### src/rtl/iwdg_window.sv
// iwdg_window: independent watchdog with key/unlock register access, windowed refresh,
// early-warning pulse and a fixed-length reset pulse toward the system reset controller.
module iwdg_window #(
    parameter int          CNT_W      = 12,
    parameter int          RST_LEN    = 4,
    parameter int          EWI_THR    = 64,
    parameter logic [15:0] KEY_START  = 16'hCCCC,
    parameter logic [15:0] KEY_RELOAD = 16'hAAAA,
    parameter logic [15:0] KEY_UNLOCK = 16'h5555
) (
    input  logic             CLOCK,
    input  logic             i_arstn,
    input  logic             i_sel,
    input  logic [1:0]       i_addr,
    input  logic [15:0]      i_wdata,
    input  logic             i_dbg_freeze,
    output logic             o_reset,
    output logic             o_ewi,
    output logic             o_running,
    output logic [CNT_W-1:0] o_cnt
);
    localparam int PW = (RST_LEN > 1) ? $clog2(RST_LEN) : 1;

    typedef enum logic [1:0] {IDLE, RUN, PULSE} state_t;

    state_t           state, state_n;
    logic             unlock, unlock_n;
    logic [2:0]       pr, pr_n;
    logic [CNT_W-1:0] rlr, rlr_n, winr, winr_n, cnt, cnt_n;
    logic [8:0]       presc, presc_n;
    logic [PW-1:0]    pcnt, pcnt_n;
    logic             ewi_n;
    logic             kr_wr, reg_wr, refresh, tick, viol;

    assign kr_wr   = i_sel && i_addr == 2'd0 && state != PULSE;
    assign reg_wr  = i_sel && i_addr != 2'd0 && unlock && state != PULSE;
    assign refresh = kr_wr && (i_wdata == KEY_RELOAD || i_wdata == KEY_START);
    // terminal prescaler value is 2^(PR+2)-1, i.e. 3..511
    assign tick    = !i_dbg_freeze && presc == (9'h1ff >> (3'd7 - pr));
    assign viol    = winr < rlr && cnt > winr;

    assign o_reset   = state == PULSE;
    assign o_running = state != IDLE;
    assign o_cnt     = cnt;

    always_ff @(posedge CLOCK or negedge i_arstn) begin
        if (!i_arstn) begin
            state  <= IDLE;
            unlock <= 1'b0;
            pr     <= '0;
            rlr    <= '1;
            winr   <= '1;
            presc  <= '0;
            cnt    <= '1;
            pcnt   <= '0;
            o_ewi  <= 1'b0;
        end else begin
            state  <= state_n;
            unlock <= unlock_n;
            pr     <= pr_n;
            rlr    <= rlr_n;
            winr   <= winr_n;
            presc  <= presc_n;
            cnt    <= cnt_n;
            pcnt   <= pcnt_n;
            o_ewi  <= ewi_n;
        end
    end

    always_comb begin
        state_n  = state;
        unlock_n = kr_wr ? i_wdata == KEY_UNLOCK : unlock;
        pr_n     = reg_wr && i_addr == 2'd1 ? i_wdata[2:0] : pr;
        rlr_n    = reg_wr && i_addr == 2'd2 ? i_wdata[CNT_W-1:0] : rlr;
        winr_n   = reg_wr && i_addr == 2'd3 ? i_wdata[CNT_W-1:0] : winr;
        presc_n  = presc;
        cnt_n    = cnt;
        pcnt_n   = pcnt;
        ewi_n    = 1'b0;
        unique case (state)
            IDLE: begin
                if (kr_wr && i_wdata == KEY_START) begin
                    state_n = RUN;
                    cnt_n   = rlr;
                    presc_n = '0;
                end
            end
            RUN: begin
                // a refresh takes priority over a coincident tick, even at zero
                if (refresh && !viol) begin
                    cnt_n   = rlr;
                    presc_n = '0;
                end else if (refresh || (tick && cnt == '0)) begin
                    state_n  = PULSE;
                    unlock_n = 1'b0;
                    pcnt_n   = '0;
                end else if (tick) begin
                    cnt_n   = cnt - CNT_W'(1);
                    presc_n = '0;
                    ewi_n   = (cnt - CNT_W'(1)) == CNT_W'(EWI_THR);
                end else if (!i_dbg_freeze) begin
                    presc_n = presc + 9'd1;
                end
            end
            PULSE: begin
                if (pcnt == PW'(RST_LEN - 1)) begin
                    state_n = RUN;
                    cnt_n   = rlr;
                    presc_n = '0;
                end else begin
                    pcnt_n = pcnt + PW'(1);
                end
            end
            default: state_n = IDLE;
        endcase
    end
endmodule

### config.mk
export PLATFORM = sky130hd
export DESIGN_NAME = iwdg_window
export DESIGN_NICKNAME = d
export VERILOG_FILES = /design/src/rtl/iwdg_window.sv
export SDC_FILE = /design/constraint.sdc
export NUM_CORES = 1
export LEC_CHECK = 0
export BUFFER_PORTS_ARGS = -buffer_cell sky130_fd_sc_hd__buf_2
export CAP_MARGIN = 20
export CORE_ASPECT_RATIO = 0.7
export CORE_UTILIZATION = 40
export CTS_CLUSTER_DIAMETER = 100
export DETAILED_ROUTE_END_ITERATION = 12
export PLACE_DENSITY_LB_ADDON = 0.08
export SETUP_SLACK_MARGIN = 0.15
export SLEW_MARGIN = 10
export SYNTH_ARGS = -nofsm -noshare
export SYNTH_HDL_FRONTEND = slang
export SYNTH_SLANG_ARGS = --single-unit
### constraint.sdc
create_clock -name CLOCK -period 2.4 [get_ports CLOCK]
set_clock_uncertainty 0.2 [all_clocks]
set_input_delay 0.12 -clock CLOCK [delete_from_list [all_inputs] [get_ports CLOCK]]
set_output_delay 0.12 -clock CLOCK [all_outputs]
set_load 0.02 [all_outputs]
### Word level (Yosys, flattened, before mapping)

Index checks and enable logic that the tools add are counted.

| operators by class | value |
|---|---|
| reductions and logical operators | 29 |
| eq/ne operators | 20 |
| shifts and indexed selects | 1 |
| multiplexer cells | 30 |
| $lt $le $gt $ge | 2 |
| add/sub/neg operators | 4 |

Operators with widths:

| cell | number |
|---|---|
| 12-bit two-way mux | 5 |
| 9-bit two-way mux | 6 |
| 12-bit one-hot mux with 3 select lines | 1 |
| 16-bit equality test (second input constant) | 2 |
| 9-bit one-hot mux with 3 select lines | 1 |
| 16-bit by 15-bit equality test with 1-bit output (second input constant) | 1 |
| 1-bit logical AND | 14 |
| 2-bit two-way mux | 7 |
| 12-bit by 7-bit equality test with 1-bit output (second input constant) | 1 |
| 12-bit greater-than comparator | 1 |
| 12-bit zero test | 1 |
| 12-bit less-than comparator | 1 |
| 12-bit by 1-bit subtractor with 12-bit output (second input constant) | 1 |
| 2-bit != test (second input constant) | 5 |
| 5-bit AND reduction | 2 |
| 9-bit by 1-bit adder with 9-bit output (second input constant) | 1 |
| 9-bit equality test | 1 |
| 9-bit by 3-bit right shift with 9-bit output (first input constant) | 1 |
| 2-bit equality test (second input constant) | 4 |
| 1-bit two-way mux | 8 |
| 4-bit AND reduction | 2 |
| 3-bit != test (second input constant) | 2 |
| 2-bit one-hot mux with 3 select lines | 1 |
| 2-bit nonzero test | 3 |
| 10 further kinds | 14 |

| storage, ports and cells | value |
|---|---|
| output and inout port bits | 15 |
| register bits after elaboration | 54 |
| input bits | 22 |
| word-level logic and storage cells | 95 |

### Depth between registers and ports, before layout

Gate-level depths: netlist (run 1).

| depth | value |
|---|---|
| word-level depth | 9 |
| depth in mapped cells | 10 |
| gate-level depth less buffers | 9 |

### Least setup slack after synthesis (run 1)

OpenSTA, ideal clock, no wires.

| timing | value |
|---|---|
| kind | register -> register |
| start point | reg cnt[5], in the netlist o_cnt[5] |
| end point | reg presc[8] |
| clock period less this slack | 2.693 ns |
| buffers on the path | 1 |
| stages on the path, launching flop included | 10 |
| data required time | 2.074 ns |
| library setup time | 0.126 ns |
| slack | -0.293 ns |
| data arrival time | 2.367 ns |
| cell sequence | dfstp_2 ha_1 a21o_1 nand3_1 a21oi_1 a2111oi_2 o21ai_4 a21o_1 buf_6 a221o_1 |

| on the way | value |
|---|---|
| cells in the longest elaborated chain, start to end | 6 |
| elaborated cells on any way between the ends | 12 |
| those cells by class | 1 x order compare; 2 x eq/ne; 2 x mux; 7 x reduce/logical |

Ends and longest elaborated chain:

| item | line | source |
|---|---|---|
| start, declared | 29 | `logic [CNT_W-1:0] rlr, rlr_n, winr, winr_n, cnt, cnt_n;` |
| start signal, assigned | 64 | `cnt <= cnt_n;` |
| 12-bit greater-than comparator | 40 | `assign viol = winr < rlr && cnt > winr;` |
| 1-bit logical AND | 40 |  |
| 1-bit zero test | 90 | `if (refresh && !viol) begin` |
| 1-bit logical AND | 90 |  |
| 4-bit != test (no source line), or another cell as far along | n/a |  |
| 5-bit AND reduction (no source line) or 9-bit one-hot mux with 3 select lines (tied branches) | n/a |  |
| end signal, assigned | 63 | `presc <= presc_n;` |
| end, declared | 30 | `logic [8:0] presc, presc_n;` |

Parallel ways exist; a longest one is shown, timed or not.
A chain may end at the register's enable or synchronous reset.

### Worst setup path in the final report (run 1)

| timing | value |
|---|---|
| start point | reg winr[1] |
| end point | reg presc[1] |

| on the way | value |
|---|---|
| cells in the longest elaborated chain, start to end | 6 |
| elaborated cells on any way between the ends | 10 |
| those cells by class | 2 x order compare; 2 x eq/ne; 2 x mux; 4 x reduce/logical |

Ends and longest elaborated chain:

| item | line | source |
|---|---|---|
| start, declared | 29 |  |
| start signal, assigned | 62 | `winr <= winr_n;` |
| 12-bit less-than comparator or 12-bit greater-than comparator (tied branches) | 40 |  |
| 1-bit logical AND (*) | 40 |  |
| 1-bit zero test (*) | 90 |  |
| 1-bit logical AND (*) | 90 |  |
| 4-bit != test (no source line), or another cell as far along | n/a |  |
| 5-bit AND reduction (no source line) or 9-bit one-hot mux with 3 select lines (tied branches) | n/a |  |

Every way passes the cells marked *; elsewhere a longest branch is shown, timed or not.

==> results of run 1 <==
==> power by group through the flow <==
stage	registers, µW	logic [µW]	clock network, µW
floorplan	1140	482	0
global placement	1160	774	0
detailed placement	1160	788	0
CTS	1150	805	791
global route	1170	1010	833
finish	1160	918	769
==> metal layers <==
metal | vias up | wire length (µm) | GRT usage [%] | share of wire, %
met5 | - | 0 | 0 | 0
met4 | 0 | 44 | 5.245 | 0.42
met3 | 2 | 409 | 3.365 | 3.9
met2 | 66 | 4187 | 31.12 | 40
met1 | 1660 | 5877 | 35.63 | 56
li1 | 1662 | - | - | -
==> layout make-up <==
type / instances / area (µm²) / share of cell area [%]
Tap cell: 124 / 155.1 / 3.057
Clock buffer: 6 / 138.9 / 2.737
Inverter: 31 / 121.4 / 2.392
Timing Repair Buffer: 117 / 877.1 / 17.28
Clock inverter: 2 / 15.01 / 0.2959
Multi-Input combinational cell: 292 / 2370 / 46.70
Sequential cell: 54 / 1398 / 27.54
==> metrics by stage <==
stage          total power, µW  instances  util, %
2_1_floorplan             1625        392        -
3_3_place_gp              1932        600    50.51
3_5_place_dp              1943        600    50.51
4_1_cts                   2742        621    53.67
5_1_grt                   3010        626    55.94
6_report                  2844        626    55.94
==> cells in the mapped netlist (5+ instances only) <==
cell,instances,area share (%)
a21o_1,5,1.0
a21oi_1,11,1.5
a221o_1,7,1.9
and2_1,5,0.83
dfrtp_1,18,12
dfstp_2,36,25
ha_1,28,9.3
inv_1,31,3.1
mux2_2,15,4.5
nand2_1,32,3.2
nand2b_1,7,1.2
nand3_1,12,1.6
nand4_1,12,2.0
nand4bb_1,6,1.8
nor2_1,29,2.9
nor3_1,19,2.5
o21ai_0,20,2.7
==> worst register-to-register path, stage by stage (launching register included) <==
cell and delay, ns:
dfstp_2 0.56, buf_6 0.11, ha_4 0.19, a2111o_1 0.37, a221oi_2 0.24, o211ai_1 0.15, o21ai_4 0.24, a21o_1 0.18
buf_4 0.11, mux2_4 0.28
==> flip-flops by register name (all words and copies together), names as in the netlist <==
register,count
o_cnt,12
o_ewi,1
pcnt,2
pr,3
presc,9
rlr,12
state,2
unlock,1
winr,12
==> cells by family after synthesis <==
family | after synthesis
simple gates | 157
xor+xnor | 5
mux | 19
compound gates | 83
flops | 54
buf+inv | 46
fa+ha+maj | 28
==> repair_timing <==
item / in CTS / in global routing
setup endpoints to repair: 27 / 27
pin swaps: 0 / 18
gates resized for setup: 1 / 43
setup buffers: 1 / 5
endpoints found under the hold margin: 27 / 0
hold buffers: 12 / 0
==> path summary, 6_finish.rpt <==
path,from,endpoint
worst max-delay path,winr[1]$_DFFE_PN1P_,presc[1]$_DFFE_PN0P_
worst min register to register,rlr[6]$_DFFE_PN1P_,rlr[6]$_DFFE_PN1P_
min in group asynchronous,i_arstn,o_cnt[8]$_DFFE_PN1P_
max in group asynchronous,i_arstn,winr[0]$_DFFE_PN1P_
worst max register to register,winr[1]$_DFFE_PN1P_,presc[1]$_DFFE_PN0P_
worst min-delay path,i_addr[1],pr[0]$_DFFE_PN0P_
==> cells in the final DEF, fill, tap and decap left out, types with 12 or more instances in the layout <==
master	n
buf_2	36
buf_4	59
dfrtp_1	17
dfstp_2	36
dlygate4sd3_1	12
ha_1	22
inv_1	26
mux2_2	15
nand2_1	31
nand3_1	12
nand4_1	12
nor2_1	29
nor3_1	18
o21ai_0	16
==> impl_results.md, run 1 <==
- CP bufs+invs: 2
- Type of the worst min-delay path: in2reg
- Failing checks: setup timing
- Layout net count: 551
- Core Footprint: 9071 µm²
- Die W: 117.8 µm
- Cell Area, Placed: 4582 µm²
- Max VDD drop: 0.3367 mV
- Leakage component of the power: 0.002266 µW
- Routability congestion estimate: 0.8161
- Yosys reg bits: 54
- Ratio of cells with drive above 1 in the final layout: 43.23%
- Iteration-0 DRC Markers: 131
- Seq/Total Area, Yosys: 37.18%
- Io pins: 37
- Worst Setup Slack, final: -0.3376 ns
- Shortest clock period the worst path allows after layout: 2.738 ns
- Std-Cell Rows: 29
- Type of origin of the critical path: flip-flop
- Chip Height: 83.08 µm
- Hold Violations, Final: 0
- Required arrival time at the worst endpoint: 2.38 ns
- Share of synthesized flip-flops with an asynchronous set or reset: 100.0%
- Multiplexer share of the synthesized area: 5.596%
- Outcome: finished, violations left
- Count of flip-flops with a built-in enable after synthesis: 0
- CP delay by family, top: compound AO/OA/AOI/OAI gates
- Via/cell ratio: 5.415
- Critical path fanouts, max: 5
- Die area: 9788 µm²
- Vias in the first global route: 3,267
- Post-route worst hold slack: 0.01389 ns
- Power per cell area: 560.4 nW/µm²
- Pint: 1919 µW
- Initial antenna violation count: 0
- Critical path depth in cells: 9
- CTS root buf: clkbuf_16
- Post-synthesis compound-gate area fraction: 16.59%
- Clock-pin slew of the registers on the worst-case setup and hold paths: 0.07 ns
- # Max-Cap Violations: 0
- Achievable frequency: 0.3653 GHz
- Sinks on the clock net: 54
- Synthesized-area fraction occupied by xor and xnor cells: 1.166%
- Final Slew Violations: 0
- Largest net degree at the start of global routing: 29
- Via count: 3,390
- Clk buf depth: 2
- Total detailed-routing wirelength: 10,520 µm
- Cell count of the worst hold path: 4
- Syn Inst Count: 392
- Clock network fraction of total power: 27.1%
- Diode insertion count for antenna repair: 0
- Final Instance Area: 5075 µm²
- Final setup fails: 26
- Setup_tns: -6.292 ns
- Mapped Nets: 442
- Register-to-register path setup slack: -0.34 ns
- Net load switching power: 924.4 µW
- Clock buffer count from CTS: 5
- Mean cell area of the mapped netlist: 9.582 µm²
- Total global-route track usage: 22.39%
- Detail Route Antenna Nets: 0
- Relative max-transition margin: 53.37%
- Combinational share of power: 32.3%
- Global-route wire length before repair: 17,170 µm
- Switching share of total power: 32.50%
- Kind of capture point of the worst setup path: flip-flop
- Simple logic cell fraction of the synthesized area: 24.52%
- YS warnings: 0
- Cell area after synthesis: 3756 µm²
- Most frequently used flop master after synthesis: dfstp_2
- H-tree depth: 2
- Worst EP arrival: 2.72 ns
- Setup repair after global routing missed its margin: true
- Layout area overhead: 35.11%
- # fillers: 832
- Critical setup path kind: reg2reg
- IO Port Bufs: 36
- Critical-path cell with the highest stage delay: dfstp_2
- Count of different cell masters after synthesis: 67
- Clock tree from TritonCTS: yes
- Largest stage delay, worst path: 0.56 ns
- Wire per inst: 16.80 µm
- Worst-skew pair later-pin latency: 0.30 ns
- Setup Slack @ Placement: -0.3436 ns
- Number of detailed-routing iterations run before antenna repair: 4
- Cell-by-cell listing of the critical path: buf_6, ha_4, a2111o_1, a221oi_2, o211ai_1, o21ai_4, a21o_1, buf_4, mux2_4
- Synth Area in Adders: 9.327%
- Seq pwr share: 40.7%
- Initial core utilization: 41.41%
- Residual DRC count: 0
- Dominant combinational cell family by area after synthesis: simple AND/OR/NAND/NOR gates
- Estimated wirelength of the detail-placed design: 8164 µm
- Final Cycle Share: 114.1%
- Worst r2r path cells: 9
- Total gr overflow: 0
- Transition at the pin with the smallest max-transition slack: 0.6995 ns
Power figures use the tool's default switching activity.
==> run 2: changes to the inputs <==
--- a/config.mk
+++ b/config.mk
@@ -10,6 +10,7 @@
 export CORE_ASPECT_RATIO = 0.7
 export CORE_UTILIZATION = 40
 export CTS_CLUSTER_DIAMETER = 100
+export CTS_CLUSTER_SIZE = 30
 export DETAILED_ROUTE_END_ITERATION = 12
 export PLACE_DENSITY_LB_ADDON = 0.08
 export SETUP_SLACK_MARGIN = 0.15
==> constraint.sdc (replaced) <==
create_clock -name CLOCK -period 3.2 [get_ports CLOCK]
set_clock_uncertainty 0.2 [all_clocks]
set_input_delay 0.16 -clock CLOCK [delete_from_list [all_inputs] [get_ports CLOCK]]
set_output_delay 0.16 -clock CLOCK [all_outputs]
set_load 0.02 [all_outputs]
==> run 2 against run 1 <==
  * The flow now finishes without violations
  * Sequential power is 21% lower
  * Maximum frequency is 5.1% lower
  * First-iteration DRC count increased by 6.9%
  * Core utilization fell by 8.0 points
  * Power decreased by 33%
  * Register-to-register slack improved by 0.65 ns
  * Sequential share of layout area up 4.6 points
  * Design area is 14% lower
  * Critical endpoint is now presc[8]$_DFFE_PN0P_
  * Largest cell class unchanged
==> impl_results.md, run 2 (same netlist as run 1, synthesis figures left out) <==
- Setup Slack @ Placement: 0.3190 ns (was -0.3436 ns)
- Largest net degree at the start of global routing: 31 (was 29)
- Final Slew Violations: 0 (unchanged)
- Hold Violations, Final: 0 (unchanged)
- Io pins: 37 (unchanged)
- Initial antenna violation count: 0 (unchanged)
- Routability congestion estimate: 0.7713 (was 0.8161)
- Chip Height: 83.08 µm (unchanged)
- Core Footprint: 9071 µm² (unchanged)
- Ratio of cells with drive above 1 in the final layout: 28.22% (was 43.23%)
- Iteration-0 DRC Markers: 140 (was 131)
- Number of placed instances with taps included: 546 (was 600)
- Achievable frequency: 0.3466 GHz (was 0.3653 GHz)
- Worst r2r path cells: 10 (was 9)
- Via/cell ratio: 5.443 (was 5.415)
- Final Cycle Share: 90.17% (was 114.1%)
- Register-to-register path setup slack: 0.31 ns (was -0.34 ns)
- Die W: 117.8 µm (unchanged)
- Sinks on the clock net: 54 (unchanged)
- Worst EP arrival: 2.87 ns (was 2.72 ns)
- Leakage component of the power: 0.001857 µW (was 0.002266 µW)
- Worst-skew pair later-pin latency: 0.30 ns (about the same)
- Outcome: finished clean (was finished, violations left)
- Layout area overhead: 15.76% (was 35.11%)
- Shortest clock period the worst path allows after layout: 2.885 ns (was 2.738 ns)
- Layout net count: 492 (was 551)
- Initial core utilization: 41.41% (unchanged)
- Max VDD drop: 0.2173 mV (was 0.3367 mV)
- Type of origin of the critical path: flip-flop (unchanged)
- Kind of capture point of the worst setup path: flip-flop (unchanged)
- CTS root buf: clkbuf_16 (unchanged)
- Total global-route track usage: 20.70% (was 22.39%)
- Critical setup path kind: reg2reg (unchanged)
- Clock tree from TritonCTS: yes (unchanged)
- Total detailed-routing wirelength: 9718 µm (was 10,520 µm)
- Critical Path Sink: presc[8]$_DFFE_PN0P_ (was presc[1]$_DFFE_PN0P_)
- Transition at the pin with the smallest max-transition slack: 0.7515 ns (was 0.6995 ns)
- Final setup fails: 0 (was 26)
- Total gr overflow: 0 (unchanged)
- Power per cell area: 441.1 nW/µm² (was 560.4 nW/µm²)
- Type of the worst min-delay path: in2reg (unchanged)
- Via count: 3,086 (was 3,390)
- H-tree depth: 2 (unchanged)
- Worst Setup Slack, final: 0.3146 ns (was -0.3376 ns)
- Estimated wirelength of the detail-placed design: 7331 µm (was 8164 µm)
- FF-to-FF Start: winr[5]$_DFFE_PN1P_ (was winr[1]$_DFFE_PN1P_)
- Clock-pin slew of the registers on the worst-case setup and hold paths: 0.08 ns (was 0.07 ns)
- Std-Cell Rows: 29 (unchanged)
- Worst reg2reg endpoint: presc[8]$_DFFE_PN0P_ (was presc[1]$_DFFE_PN0P_)
- Relative max-transition margin: 49.90% (was 53.37%)
- Number of detailed-routing iterations run before antenna repair: 4 (unchanged)
- Vias in the first global route: 2,863 (was 3,267)
- Number of non-filler instances in the completed layout: 567 (was 626)
- Detail Route Antenna Nets: 0 (unchanged)
- Wire per inst: 17.14 µm (was 16.80 µm)
- # Max-Cap Violations: 0 (unchanged)
- Die area: 9788 µm² (unchanged)
- Required arrival time at the worst endpoint: 3.18 ns (was 2.38 ns)
- Diode insertion count for antenna repair: 0 (unchanged)
- Residual DRC count: 0 (unchanged)
- Setup_tns: 0 ns (was -6.292 ns)
- IO Port Bufs: 36 (unchanged)
- Critical path fanouts, max: 9 (was 5)
- Setup repair after global routing missed its margin: false (was true)
- Global-route wire length before repair: 15,660 µm (was 17,170 µm)
- Critical Path Start: winr[5]$_DFFE_PN1P_ (was winr[1]$_DFFE_PN1P_)
- Number of post-CTS setup repair buffers: 0 (was 1)
- Clock buffer count from CTS: 5 (unchanged)
- Clk buf depth: 2 (unchanged)
- Most frequent cells in the layout: buf_2 (36), dfstp_2 (36), nand2_1 (32) (was buf_4 (59), buf_2 (36), dfstp_2 (36))
[run 2: changes by cell type in the layout (fill, tap and decap cells not counted), moves of 3 or more]
cell / delta
a21oi_1: +3
a21oi_2: -3
buf_4: -50
buf_6: -7
ha_1: +6
ha_4: -6
inv_1: +5
inv_2: -4
o21ai_0: +4
o21ai_1: -4
[run 2: per-layer routing]
layer	part of all wire [%]	up-vias	track usage, %
met5	0	-	0
met4	0.73	0	3.963
met3	4.3	8	3.640
met2	40	70	28.02
met1	55	1469	33.52
li1	-	1539	-
[run 2: power by group]
group | switching (µW) | internal, µW
Clock | 276 | 316
Combinational | 204 | 210
Sequential | 151 | 762
Total | 630 | 1290
[run 2: through the flow]
step,total power (µW),area [µm²],hold WS [ns],util [%]
6_report,1918,4348,0.04673,47.93
5_1_grt,2031,4348,0.06851,47.93
4_1_cts,1930,4348,0.03620,47.93
3_5_place_dp,1321,4064,0.06821,44.80
3_3_place_gp,1310,4064,0.07573,44.80
2_1_floorplan,1205,3756,-0.3356,-
[run 2: final cells by class]
| cell class | count | area, µm² |
|---|---|---|
| fillers | 887 | 4723 |
| multi-input cells | 292 | 2148 |
| repair buffers | 58 | 377.9 |
| inverters | 31 | 116.4 |
| clock buffers | 6 | 138.9 |
| well taps | 124 | 155.1 |
| flip-flops and latches | 54 | 1396 |
| clock inverters | 2 | 15.01 |
[run 2: critical path: stages (launching register included)]
cell and delay (ns):
dfstp_2 0.56, inv_1 0.06, ha_1 0.29, a21o_1 0.16, nand3_1 0.08, a21oi_1 0.07, a2111oi_2 0.46, o21ai_4 0.17
a21o_1 0.20, buf_4 0.17, a221o_1 0.35
[run 2: timing repair]
action / in CTS / in global routing
endpoints found under the hold margin: 37 / 0
resized for setup: 0 / 0
hold buffers: 13 / 0
[run 2: how the worst min path moves through the flow]
stage	from	to	slack (ns)	depth (start not counted)
after floorplan	i_arstn	o_ewi$_DFF_PN0_	-0.34	0
after global placement	i_arstn	o_ewi$_DFF_PN0_	0.08	1
after detailed placement	i_arstn	o_ewi$_DFF_PN0_	0.07	1
after CTS	i_sel	unlock$_DFF_PN0_	0.04	4
after global routing	i_sel	unlock$_DFF_PN0_	0.07	4
final	i_sel	unlock$_DFF_PN0_	0.05	4
